===== src/rtl/base_address_wr_if.sv =====
// base_address_wr_if: stream input and BRAM write port bundle for base_address_wr
interface base_address_wr_if;
  logic        start;
  logic [15:0] word_count;
  logic [31:0] s_data;
  logic        s_valid;
  logic        s_ready;
  logic        ram_clk;
  logic        ram_rst;
  logic [31:0] ram_addr;
  logic        ram_en;
  logic [3:0]  ram_we;
  logic [31:0] ram_wd_data;
  logic [31:0] ram_rd_data;
  logic        busy;
  logic        Transfer_Done;
  modport master (
    output start, word_count, s_data, s_valid, ram_rd_data,
    input  s_ready, ram_clk, ram_rst, ram_addr, ram_en, ram_we, ram_wd_data, busy, Transfer_Done
  );
  modport slave (
    input  start, word_count, s_data, s_valid, ram_rd_data,
    output s_ready, ram_clk, ram_rst, ram_addr, ram_en, ram_we, ram_wd_data, busy, Transfer_Done
  );
endinterface


===== src/rtl/base_address_wr.sv =====
// base_address_wr: writes a counted stream burst to BRAM, then a completion flag word
module base_address_wr #(
  parameter logic [31:0] START_ADDR = 32'h4580_0000,
  parameter int          MAX_WORDS  = 1024,
  parameter logic [31:0] FLAG_VALUE = 32'hA5A5_0001
) (
  input logic         clk,
  input logic         rst,
  base_address_wr_if.slave bus
);
  typedef enum logic [1:0] {IDLE, WRITE, FLAG, DONE} state_t;
  localparam logic [15:0] MAXW = 16'(MAX_WORDS);
  state_t      state_q, state_d;
  logic [15:0] idx_q, idx_d, cnt_q, cnt_d, clamp;
  logic        en_q, en_d;
  logic [31:0] addr_q, addr_d, data_q, data_d;
  logic        unused_rd;
  assign clamp = bus.word_count > MAXW ? MAXW : bus.word_count;
  assign unused_rd = ^bus.ram_rd_data;
  // next state, counters and the bus beat to present next cycle
  always_comb begin
    state_d = state_q;
    idx_d   = idx_q;
    cnt_d   = cnt_q;
    en_d    = 1'b0;
    addr_d  = '0;
    data_d  = '0;
    if (state_q == WRITE && bus.s_valid) begin
      en_d    = 1'b1;
      addr_d  = START_ADDR + 32'({idx_q, 2'b00});
      data_d  = bus.s_data;
      idx_d   = idx_q + 16'd1;
      state_d = idx_q == cnt_q - 16'd1 ? FLAG : WRITE;
    end else if (state_q == FLAG) begin
      en_d    = 1'b1;
      addr_d  = START_ADDR + 32'({cnt_q, 2'b00});
      data_d  = FLAG_VALUE;
      state_d = DONE;
    end else if ((state_q == IDLE || state_q == DONE) && bus.start) begin
      cnt_d   = clamp;
      idx_d   = '0;
      state_d = clamp != 16'd0 ? WRITE : FLAG;
    end
  end
  // state and registered BRAM outputs
  always_ff @(posedge clk) begin
    if (rst) begin
      state_q <= IDLE;
      idx_q   <= '0;
      cnt_q   <= '0;
      en_q    <= 1'b0;
      addr_q  <= '0;
      data_q  <= '0;
    end else begin
      state_q <= state_d;
      idx_q   <= idx_d;
      cnt_q   <= cnt_d;
      en_q    <= en_d;
      addr_q  <= addr_d;
      data_q  <= data_d;
    end
  end
  assign bus.s_ready       = state_q == WRITE;
  assign bus.busy          = state_q == WRITE || state_q == FLAG;
  assign bus.Transfer_Done = state_q == DONE;
  assign bus.ram_clk       = clk;
  assign bus.ram_rst       = 1'b0;
  assign bus.ram_en        = en_q;
  assign bus.ram_we        = {4{en_q}};
  assign bus.ram_addr      = addr_q;
  assign bus.ram_wd_data   = data_q;
endmodule


===== src/flat_wrapper.sv =====
// flat-port wrapper written by rule: the top's interface ports become plain ports
module base_address_wr_flat 
#(
  parameter logic [31:0] START_ADDR = 32'h4580_0000,
  parameter int          MAX_WORDS  = 1024,
  parameter logic [31:0] FLAG_VALUE = 32'hA5A5_0001
)
  (clk, rst, bus_start, bus_word_count, bus_s_data, bus_s_valid, bus_ram_rd_data, bus_s_ready, bus_ram_clk, bus_ram_rst, bus_ram_addr, bus_ram_en, bus_ram_we, bus_ram_wd_data, bus_busy, bus_Transfer_Done);
  base_address_wr_if bus_i ();
  input logic clk;
  input logic rst;
  input wire logic [$bits(bus_i.start)-1:0] bus_start;
  input wire logic [$bits(bus_i.word_count)-1:0] bus_word_count;
  input wire logic [$bits(bus_i.s_data)-1:0] bus_s_data;
  input wire logic [$bits(bus_i.s_valid)-1:0] bus_s_valid;
  input wire logic [$bits(bus_i.ram_rd_data)-1:0] bus_ram_rd_data;
  output wire logic [$bits(bus_i.s_ready)-1:0] bus_s_ready;
  output wire logic [$bits(bus_i.ram_clk)-1:0] bus_ram_clk;
  output wire logic [$bits(bus_i.ram_rst)-1:0] bus_ram_rst;
  output wire logic [$bits(bus_i.ram_addr)-1:0] bus_ram_addr;
  output wire logic [$bits(bus_i.ram_en)-1:0] bus_ram_en;
  output wire logic [$bits(bus_i.ram_we)-1:0] bus_ram_we;
  output wire logic [$bits(bus_i.ram_wd_data)-1:0] bus_ram_wd_data;
  output wire logic [$bits(bus_i.busy)-1:0] bus_busy;
  output wire logic [$bits(bus_i.Transfer_Done)-1:0] bus_Transfer_Done;
  assign bus_i.start = bus_start;
  assign bus_i.word_count = bus_word_count;
  assign bus_i.s_data = bus_s_data;
  assign bus_i.s_valid = bus_s_valid;
  assign bus_i.ram_rd_data = bus_ram_rd_data;
  assign bus_s_ready = bus_i.s_ready;
  assign bus_ram_clk = bus_i.ram_clk;
  assign bus_ram_rst = bus_i.ram_rst;
  assign bus_ram_addr = bus_i.ram_addr;
  assign bus_ram_en = bus_i.ram_en;
  assign bus_ram_we = bus_i.ram_we;
  assign bus_ram_wd_data = bus_i.ram_wd_data;
  assign bus_busy = bus_i.busy;
  assign bus_Transfer_Done = bus_i.Transfer_Done;
  base_address_wr #(.START_ADDR(START_ADDR), .MAX_WORDS(MAX_WORDS), .FLAG_VALUE(FLAG_VALUE)) u_core (.clk(clk), .rst(rst), .bus(bus_i));
endmodule

===== config.mk =====
export PLATFORM = sky130hd
export DESIGN_NAME = base_address_wr_flat
export DESIGN_NICKNAME = d
export VERILOG_FILES = /design/src/rtl/base_address_wr_if.sv /design/src/rtl/base_address_wr.sv /design/src/flat_wrapper.sv
export SDC_FILE = /design/constraint.sdc
export NUM_CORES = 1
export LEC_CHECK = 0
export CAP_MARGIN = 10
export CORE_ASPECT_RATIO = 1.5
export CORE_UTILIZATION = 38
export CTS_BUF_LIST = sky130_fd_sc_hd__clkbuf_16
export CTS_CLUSTER_DIAMETER = 30
export CTS_CLUSTER_SIZE = 12
export DETAILED_ROUTE_END_ITERATION = 16
export PLACE_DENSITY_LB_ADDON = 0.05
export SKIP_CTS_REPAIR_TIMING = 1
export SLEW_MARGIN = 0
export SYNTH_ARGS = -nofsm -noshare
export SYNTH_HDL_FRONTEND = slang
export SYNTH_SLANG_ARGS = --single-unit

===== constraint.sdc =====
create_clock -name clk -period 2.3 [get_ports clk]
set_clock_uncertainty 0.15 [all_clocks]
set_input_delay 0.23 -clock clk [delete_from_list [all_inputs] [get_ports clk]]
set_output_delay 0.23 -clock clk [all_outputs]
set_load 0.005 [all_outputs]

==> results.sh <==
export IMPL_status="finished, final reports clean"
export IMPL_avgViaCountPerCell=4.77
export IMPL_worstHoldPathCells=2
export IMPL_synth_common_cells="83 x dfxtp_1, 37 x nor2_1, 30 x and2_1"
export IMPL_place_port_buffers=112
export IMPL_dominantRegCellSynth="dfxtp_1"
export IMPL_fp_dieW_um=80.9
export IMPL_hpwl_um=6370
export IMPL_drv_slew=0
export IMPL_start_kind="flop"
export IMPL_worst_path_max_fanout=6
export IMPL_clkTransAtPathRegs_ns=0.06
export IMPL_syn_inst=370
export IMPL_fin_cells=625
export IMPL_die_area_mm2=0.00973
export IMPL_yosysMostFrequentCell="dfxtp_1"
export IMPL_drc=0
export IMPL_synth_edff_count=0
export IMPL_syn_area_per_cell_um2=9.59
export IMPL_ir_drop_mv=0.832
export IMPL_power_frac_comb_pct=14.7
export IMPL_fmax_mhz=438
export IMPL_grt_max_degree=39
export IMPL_ioPinCount=158
export IMPL_core_rowCount=42
export IMPL_dp_cells=606
export IMPL_worstSkewPairLatency_ns=0.45
export IMPL_ys_async_sr_fraction_pct=0
export IMPL_clkPwrFrac_pct=46.6
export IMPL_grt_util_all_layers_pct=19.3
export IMPL_p_per_area_mw_per_mm2=726
export IMPL_drtPass1Iterations=4
export IMPL_finalSetupTns_ns=0
export IMPL_worstPathArrival_ns=2.50
export IMPL_gp_congestion=0.832
export IMPL_finalHoldViolCount=0
export IMPL_worstReg2RegStart="u_core.cnt_q[1]$_SDFFE_PP0P_"
export IMPL_yosys_cell_types_count=50
export IMPL_start_util_pct=39.7
export IMPL_p_sw_mw=0.895
export IMPL_cp_startpoint="u_core.cnt_q[1]$_SDFFE_PP0P_"
export IMPL_ys_ff_latch=83
export IMPL_areaGrowthSynthToFinish_pct=51.9
export IMPL_num_antenna_cells=0
export IMPL_hp_class="in2reg"
export IMPL_p_int_mw=3.02
export IMPL_seqPwrFrac_pct=38.7
export IMPL_yosysSeqAreaShare_pct=46.8
export IMPL_power_total_mw=3.91
export IMPL_vias=2982
export IMPL_wl_um=8580
export IMPL_period_share_pct=99.4
export IMPL_rsz0062_at_grt="true"
export IMPL_yosysTopAreaCellShare_pct=46.8
export IMPL_yosys_area_top_type="dfxtp_1"
export IMPL_maxCapViolations=0
export IMPL_setup_viol=0
export IMPL_critPathKind="reg2reg"
export IMPL_finalWorstSetupSlack_ns=0.0146
export IMPL_final_core_util_pct=60.3
export IMPL_ant_nets=0
export IMPL_drive_gt1_share_pct=16.3
export IMPL_drt_initial_drc_count=92
export IMPL_cp_required_ns=2.51
export IMPL_synthesis_area_mm2=0.00355
export IMPL_antenna_found_initial=0
export IMPL_core_area_mm2=0.00893
export IMPL_swShare_pct=22.9
export IMPL_routedWlPerCell_um=13.7
export IMPL_synthTopCellsByArea="dfxtp_1 47%, a22o_1 5.9%, and2_1 5.3%"
export IMPL_power_leakage_nw=2.19
export IMPL_overflow=0
export IMPL_pre_cts_ws_ns=-0.0670
export IMPL_grt_pass1_wl_um=13900
export IMPL_grt_pass1_vias=2935
export IMPL_die_h_um=120
export IMPL_reg2reg_depth=9
export IMPL_yosys_warnings=0
export IMPL_nets=600
export IMPL_cts_tree="done"
export IMPL_hp_start="bus_s_data[30]"
export IMPL_worstSetupEndpointType="flop"
export IMPL_fin_crit_ns=2.29
[power by group through the flow]
stage	registers [mW]	clock network (mW)	logic, mW
after detailed placement	1.55	0.0366	0.572
after global routing	1.52	1.94	0.628
after CTS	1.52	1.86	0.576
final	1.52	1.82	0.573
after global placement	1.55	0.0366	0.567
after floorplan	1.55	0.0282	0.260
[kinds of logic after synthesis]
logic type / after synthesis / synth area share (%)
compound gates: 66 / 14.8
xor+xnor: 32 / 8.11
fa+ha+maj: 6 / 2.12
buf+inv: 50 / 7.90
flops: 83 / 46.8
mux: 1 / 0.282
other cells: 1 / 0.106
simple gates: 131 / 19.9
[final timing paths]
kind / to / slack (ns)
worst min-delay path: u_core.bus.ram_wd_data[30]$_SDFF_PP0_ / 0.19
worst min register to register: u_core.cnt_q[1]$_SDFFE_PP0P_ / 0.39
worst max-delay path: u_core.state_q[0]$_SDFFE_PP0P_ / 0.01
worst max register to register: u_core.state_q[0]$_SDFFE_PP0P_ / 0.01
[layer usage]
metal | up-vias | wire length [um] | global-route usage [%]
li1 | 1514 | - | -
met1 | 1381 | 3400 | 20.6
met2 | 76 | 4620 | 33.7
met3 | 11 | 353 | 4.68
met4 | 0 | 208 | 11.0
met5 | - | 0 | 0
[sequential cells by signal (all words and copies together), names as in the netlist]
signal / flops
u_core.bus.ram_wd_data: 32
u_core.bus.ram_addr: 17
u_core.state_q: 2
u_core.idx_q: 16
u_core.cnt_q: 16
[final cells by class]
type / instances / area [um2]
Clock buffer: 13 / 310
Fill cell: 829 / 3550
Tap cell: 110 / 138
Inverter: 8 / 30.0
Sequential cell: 83 / 1660
Timing Repair Buffer: 155 / 1460
Clock inverter: 7 / 91.3
Multi-Input combinational cell: 249 / 1700
[layout by cell type, fill, tap and decap left out, types with 3 or more instances in the layout]
master           instances
o21ai_0                  3
buf_4                   42
nand2_1                 14
xnor2_1                 14
a21oi_1                  7
nor2_1                  36
a21o_1                   3
xor2_1                  17
clkdlybuf4s50_1        112
ha_1                     6
a22o_1                  24
clkinv_2                 3
nor2b_1                  3
conb_1                  13
and2_1                  29
inv_1                    8
dfxtp_1                 81
nor3_1                   7
nor3b_1                  4
nand4_1                  7
nand3_1                 10
clkbuf_16               12
o21a_1                  10
a31oi_1                  3
[per-stage QoR]
stage	instance area, um2	hold WS (ns)
finish	5390	0.188
floorplan	3590	0.161
global route	5390	0.181
global placement	4950	0.382
CTS	5340	0.178
detailed placement	4950	0.393
[critical path, stage by stage, from the launching register on]
cell,delay (ns)
dfxtp_2,0.35
or3_4,0.37
buf_6,0.13
nor3_4,0.27
and2_4,0.21
o311ai_2,0.11
a21oi_2,0.16
nor4_2,0.08
buf_4,0.15
a221oi_2,0.22
Power figures use the tool's default switching activity.
